**config.mk**
```make
export PLATFORM = sky130hd
export DESIGN_NAME = seg_mask_pipe
export DESIGN_NICKNAME = d
export VERILOG_FILES = /design/src/rtl/seg_mask_pkg.sv /design/src/rtl/seg_mask_lane.sv /design/src/rtl/seg_mask_pipe.sv
export SDC_FILE = /design/constraint.sdc
export NUM_CORES = 1
export LEC_CHECK = 0
export ABC_AREA = 1
export CORE_ASPECT_RATIO = 0.75
export CORE_MARGIN = 4
export CORE_UTILIZATION = 45
export CTS_CLUSTER_SIZE = 40
export DETAILED_ROUTE_END_ITERATION = 8
export PLACE_DENSITY = 0.79
export SYNTH_ARGS = -nofsm -noshare
export SYNTH_HDL_FRONTEND = slang
export SYNTH_HIERARCHICAL = 1
export SYNTH_SLANG_ARGS = --single-unit
```
**constraint.sdc**
```tcl
create_clock -name clk -period 3.7 [get_ports clk]
set_clock_uncertainty 0.15 [all_clocks]
set_input_delay 0.74 -clock clk [delete_from_list [all_inputs] [get_ports clk]]
set_output_delay 0.74 -clock clk [all_outputs]
set_load 0.01 [all_outputs]
```
**src/rtl/seg_mask_pkg.sv**
```systemverilog
// seg_mask_pkg: shared constants and helpers for the URNG segment masker.
// Bit reversal and mask decode are reused by the ICDF address builder.
package seg_mask_pkg;

  localparam int DATA_W_DEF    = 15;
  localparam int ZPOS_W_DEF    = 6;
  localparam int ZPOS_BASE_DEF = 46;
  localparam int MAX_W         = 64;

  typedef logic [MAX_W-1:0] wide_t;

  typedef struct packed {
    wide_t mask;
    logic  hit;
  } mask_dec_t;

  // Reverse the low w bits of x; bits above w come back zero.
  function automatic wide_t bitrev(input wide_t x, input int w);
    wide_t r;
    wide_t t;
    r = '0;
    t = x;
    for (int i = 0; i < MAX_W; i++) begin
      if (i < w) begin
        r = {r[MAX_W-2:0], t[0]};
        t = t >> 1;
      end
    end
    return r;
  endfunction

  // All-ones mask with bit idx cleared when idx selects a bit of a
  // w-bit segment; otherwise all-ones and no hit.
  function automatic mask_dec_t mask_dec(input logic [31:0] idx,
                                         input int w);
    mask_dec_t m;
    m.hit  = (idx < 32'(w));
    m.mask = '1;
    if (m.hit) m.mask = ~(wide_t'(1) << idx);
    return m;
  endfunction

endpackage

```
**src/rtl/seg_mask_lane.sv**
```systemverilog
// seg_mask_lane: combinational reverse + mask decode for one lane.
// Ports: mode_rev_i, seg_i, zpos_i in; d_o, mask_o, hit_o out.
module seg_mask_lane
  import seg_mask_pkg::*;
#(
  parameter int DATA_W    = DATA_W_DEF,
  parameter int ZPOS_W    = ZPOS_W_DEF,
  parameter int ZPOS_BASE = ZPOS_BASE_DEF
)(
  input  logic              mode_rev_i,
  input  logic [DATA_W-1:0] seg_i,
  input  logic [ZPOS_W-1:0] zpos_i,
  output logic [DATA_W-1:0] d_o,
  output logic [DATA_W-1:0] mask_o,
  output logic              hit_o
);

  localparam logic [ZPOS_W:0] BASE_C = ZPOS_BASE[ZPOS_W:0];

  // One extra bit so positions below the base land far out of range
  // instead of wrapping back into it.
  logic [ZPOS_W:0] idx;
  wide_t           rev;
  mask_dec_t       dec;
  logic            unused_hi;

  assign idx    = {1'b0, zpos_i} - BASE_C;
  assign rev    = bitrev(wide_t'(seg_i), DATA_W);
  assign dec    = mask_dec(32'(idx), DATA_W);
  assign d_o    = mode_rev_i ? rev[DATA_W-1:0] : seg_i;
  assign mask_o = dec.mask[DATA_W-1:0];
  assign hit_o  = dec.hit;

  assign unused_hi = ^{rev[MAX_W-1:DATA_W],
                       dec.mask[MAX_W-1:DATA_W]};

endmodule

```
**src/rtl/seg_mask_pipe.sv**
```systemverilog
// seg_mask_pipe: NCH-lane 2-stage valid/ready URNG segment masker.
// Ports: clk, rst (async low), en, mode_rev, in_valid/in_ready,
//   zero_pos, urng_seg, out_valid/out_ready, masked_data, mask_hit.
// SEG_MASK_STATS_EN adds stats_clr in and mask_cnt out (hit counter).
module seg_mask_pipe
  import seg_mask_pkg::*;
#(
  parameter int DATA_W    = DATA_W_DEF,
  parameter int ZPOS_W    = ZPOS_W_DEF,
  parameter int ZPOS_BASE = ZPOS_BASE_DEF,
  parameter int NCH       = 1,
  parameter int CNT_W     = 16
)(
  input  logic                  clk,
  input  logic                  rst,
  input  logic                  en,
  input  logic                  mode_rev,
  input  logic                  in_valid,
  output logic                  in_ready,
  input  logic [NCH*ZPOS_W-1:0] zero_pos,
  input  logic [NCH*DATA_W-1:0] urng_seg,
  output logic                  out_valid,
  input  logic                  out_ready,
  output logic [NCH*DATA_W-1:0] masked_data,
  output logic [NCH-1:0]        mask_hit
`ifdef SEG_MASK_STATS_EN
  ,
  input  logic                  stats_clr,
  output logic [CNT_W-1:0]      mask_cnt
`endif
);

  localparam int DW = NCH*DATA_W;

  logic [DW-1:0]  ln_d;
  logic [DW-1:0]  ln_mask;
  logic [NCH-1:0] ln_hit;

  for (genvar g = 0; g < NCH; g++) begin : g_lane
    seg_mask_lane #(
      .DATA_W    (DATA_W),
      .ZPOS_W    (ZPOS_W),
      .ZPOS_BASE (ZPOS_BASE)
    ) u_lane (
      .mode_rev_i (mode_rev),
      .seg_i      (urng_seg[g*DATA_W +: DATA_W]),
      .zpos_i     (zero_pos[g*ZPOS_W +: ZPOS_W]),
      .d_o        (ln_d[g*DATA_W +: DATA_W]),
      .mask_o     (ln_mask[g*DATA_W +: DATA_W]),
      .hit_o      (ln_hit[g])
    );
  end

  logic           s1_vld_q, s1_vld_d;
  logic [DW-1:0]  s1_d_q, s1_d_d;
  logic [DW-1:0]  s1_mask_q, s1_mask_d;
  logic [NCH-1:0] s1_hit_q, s1_hit_d;
  logic           s2_vld_q, s2_vld_d;
  logic [DW-1:0]  s2_data_q, s2_data_d;
  logic [NCH-1:0] s2_hit_q, s2_hit_d;
  logic           adv1, adv2;

  assign adv2     = ~s2_vld_q | out_ready;
  assign adv1     = ~s1_vld_q | adv2;
  assign in_ready = adv1 & en;

  always_comb begin
    s1_vld_d  = s1_vld_q;
    s1_d_d    = s1_d_q;
    s1_mask_d = s1_mask_q;
    s1_hit_d  = s1_hit_q;
    s2_vld_d  = s2_vld_q;
    s2_data_d = s2_data_q;
    s2_hit_d  = s2_hit_q;
    if (!en) begin
      // Flush: in-flight beats are dropped, not delivered.
      s1_vld_d  = 1'b0;
      s2_vld_d  = 1'b0;
      s2_data_d = '0;
      s2_hit_d  = '0;
    end else begin
      if (adv1) begin
        s1_vld_d = in_valid;
        if (in_valid) begin
          s1_d_d    = ln_d;
          s1_mask_d = ln_mask;
          s1_hit_d  = ln_hit;
        end
      end
      if (adv2) begin
        s2_vld_d = s1_vld_q;
        // On a bubble the data registers keep their last value.
        if (s1_vld_q) begin
          s2_data_d = s1_d_q & s1_mask_q;
          s2_hit_d  = s1_hit_q;
        end
      end
    end
  end

  always_ff @(posedge clk or negedge rst) begin
    if (!rst) begin
      s1_vld_q  <= 1'b0;
      s1_d_q    <= '0;
      s1_mask_q <= '0;
      s1_hit_q  <= '0;
      s2_vld_q  <= 1'b0;
      s2_data_q <= '0;
      s2_hit_q  <= '0;
    end else begin
      s1_vld_q  <= s1_vld_d;
      s1_d_q    <= s1_d_d;
      s1_mask_q <= s1_mask_d;
      s1_hit_q  <= s1_hit_d;
      s2_vld_q  <= s2_vld_d;
      s2_data_q <= s2_data_d;
      s2_hit_q  <= s2_hit_d;
    end
  end

  assign out_valid   = s2_vld_q;
  assign masked_data = s2_data_q;
  assign mask_hit    = s2_hit_q;

`ifdef SEG_MASK_STATS_EN
  localparam int PC_W = $clog2(NCH+1);

  logic [CNT_W-1:0] cnt_q, cnt_d;
  logic [PC_W-1:0]  pop;
  logic [CNT_W:0]   sum;

  always_comb begin
    pop = '0;
    for (int i = 0; i < NCH; i++) begin
      pop = pop + PC_W'(s2_hit_q[i]);
    end
    sum   = {1'b0, cnt_q} + (CNT_W+1)'(pop);
    cnt_d = cnt_q;
    if (stats_clr) begin
      cnt_d = '0;
    end else if (s2_vld_q & out_ready) begin
      cnt_d = sum[CNT_W] ? '1 : sum[CNT_W-1:0];
    end
  end

  always_ff @(posedge clk or negedge rst) begin
    if (!rst) cnt_q <= '0;
    else      cnt_q <= cnt_d;
  end

  assign mask_cnt = cnt_q;
`else
  localparam int CNT_W_UNUSED = CNT_W;
`endif

endmodule

```
==> flow_summary.json <==
{
  "status": "finished clean",
  "seqCellArea_um2": 1230,
  "start_util": 0.474,
  "cts_root_buf": "clkbuf_8",
  "area_delta_synth_final_pct": 19.6,
  "cp.required_ns": 2.81,
  "row_count": 23,
  "min_period_ns": 2.92,
  "drc": 0,
  "rsz0062_at_grt": "no",
  "cp.arrival_ns": 2.03,
  "post-route-util": 0.567,
  "slew_viol_final": 0,
  "antenna_left": 0,
  "overflow": 0,
  "path_cells": "clkdlybuf4s50_1, nand2_1, inv_1, clkdlybuf4s50_1",
  "tightest_slew_ns": 1.06,
  "grt_pass1_vias": 2000,
  "crit_buf_inv": 3,
  "p_leak_nw": 1.67,
  "fillers": 542,
  "hold_viol": 0,
  "multiInputGateArea_um2": 1100,
  "synth_edf_count": 0,
  "grt_pass1_wl_um": 9160,
  "wirelength_um": 5360,
  "die_h_um": 73.7,
  "drtPass1Iterations": 4,
  "cp_common_cell": "clkdlybuf4s50_1",
  "htree_levels": 2,
  "cpLargestDelayFamily": "buffers and inverters",
  "ctsHoldBuffers": 0,
  "cpMaxStageDelayCell": "clkdlybuf4s50_1",
  "ys_warn_count": 6,
  "yosysMostFrequentCell": "nand2_1",
  "cap_violations": 0,
  "ys_ff_latch": 49,
  "die_x_um": 95.6,
  "wl_per_cell_um": 11.8,
  "ir_drop_mv": 0.136,
  "port_buffers": 44,
  "numCtsBuffers": 5,
  "worst_setup_path_end_kind": "primary output",
  "gp_congestion": 0.872,
  "synth_commonest_cells": "nand2_1, nand3_1, dfrtp_1",
  "synth_top_cell_by_area": "dfrtp_1",
  "core_area_um2": 5470,
  "setup_viol": 0,
  "syn-num-nets": 371,
  "viasPerCell": 4.76,
  "max_stage_delay_ns": 0.63,
  "synth_area_um2": 2590,
  "cts.repair.resized": 0,
  "criticalPathCategory": "primary input to primary output",
  "crit_fanout": 6,
  "clk_pin_slew_ns": 0.08,
  "die_area_um2": 7050,
  "p_per_area_nw_per_um2": 376,
  "critPathLaunchType": "primary input",
  "pin_count": 45,
  "worstSkewPairLatency_ns": 0.30,
  "fin_nets": 407,
  "dp_hpwl_um": 3920,
  "clock_path_buffers": 2,
  "grt_use_total": 0.166,
  "grt_antenna_before_repair": 0,
  "ys_dominant_reg_cell": "dfrtp_1",
  "synth_top_area_frac": 0.473,
  "ys_seq_area_frac": 0.473,
  "max_freq_mhz": 342,
  "grt_max_degree": 50,
  "finalCritPeriodShare": 0.790,
  "final_layout_size_suffix_gt1_frac": 0.0818,
  "ys_types": 23,
  "slew_headroom": 0.295,
  "async_reset_ff_frac": 1.00,
  "cts_setup_buffers": 0,
  "drt_iter0_drc": 139,
  "syn_area_per_cell_um2": 7.58,
  "vias": 2161,
  "clock-sinks": 49,
  "synth_area_leaders": "dfrtp_1, nand2_1, nand3_1",
  "tns_ns": 0,
  "hold_path.class": "flip-flop to flip-flop",
  "syn-instance-count": 342,
  "antenna_cells": 0,
  "cts_tree": "done"
}
## where the power goes
part           leakage (nW)  switching, W  total, W  internal (W)
clock network        0.0542      0.000173  0.000342      0.000169
logic                 0.997      0.000115  0.000200     0.0000855
registers             0.616     0.0000342  0.000622      0.000588
total                  1.67      0.000322   0.00116      0.000843
## worst min-delay path: stages, from the launching register on
cell     delay, ns
dfrtp_1       0.35
nand2_1       0.05
nand2_1       0.05
## routing by layer
layer  vias to the layer above  share of wire  global-route usage
li1                       1137              -                   -
met1                       963           0.50               0.239
met2                        59           0.43               0.250
met3                         2          0.071              0.0379
met4                         0         0.0049              0.0521
met5                         -              0                   0
## cell usage in the layout, fill, tap and decap left out, drive strengths merged, types with 3 or more instances in the layout
master,synthesis,routed
nand4,3,3
dfrtp,49,49
clkbuf,3,7
nand3,55,55
clkdlybuf4s50,0,43
o21ai,8,8
a21oi,8,8
nand2,144,144
nor2,19,19
inv,36,36
## cell type report
cell class | count | share of cell area
Timing Repair Buffer | 45 | 0.143
Clock buffer | 7 | 0.0311
Clock inverter | 1 | 0.00161
Tap cell | 75 | 0.0303
Sequential cell | 49 | 0.395
Multi-Input combinational cell | 240 | 0.354
Inverter | 37 | 0.0452
## stage by stage
step	worst slack [ns]	instances	instance area [µm²]	power (W)	hold WS (ns)
final	0.777	454	3100	0.00116	0.325
after global routing	0.654	454	3100	0.00124	0.339
after CTS	0.769	454	3100	0.00118	0.330
after detailed placement	0.772	446	3000	0.000834	0.308
after global placement	0.790	446	3000	0.000826	0.303
after floorplan	1.52	342	2590	0.000752	0.292
## path summary, 6_finish.rpt
kind	from	endpoint	slack [ns]	cells after the start
setup reg to reg	out_valid	s1_mask_q[14]	2.09	5
hold / removal	s1_mask_q[9]	s1_mask_q[9]	0.33	2
setup / recovery	en	in_ready	0.78	4
min in group asynchronous	rst	s1_mask_q[1]	0.47	1
max in group asynchronous	rst	s1_mask_q[3]	2.27	1
hold reg to reg	s1_mask_q[9]	s1_mask_q[9]	0.33	2
## logic make-up (layout without fill, tap and decap cells)
| logic type | count (synthesis) | after routing | share of synthesized area |
|---|---|---|---|
| flops | 49 | 49 | 0.473 |
| compound gates | 16 | 16 | 0.0323 |
| simple gates | 222 | 222 | 0.381 |
| fa+ha+maj | 2 | 2 | 0.00965 |
| buf+inv | 53 | 90 | 0.104 |
## registers in the layout, summed over array words and instances (netlist names)
signal,flops
masked_data,15
out_valid,1
s1_d_q,15
mask_hit,1
s1_hit_q,1
s1_vld_q,1
s1_mask_q,15
(Power assumes the default switching activity.)
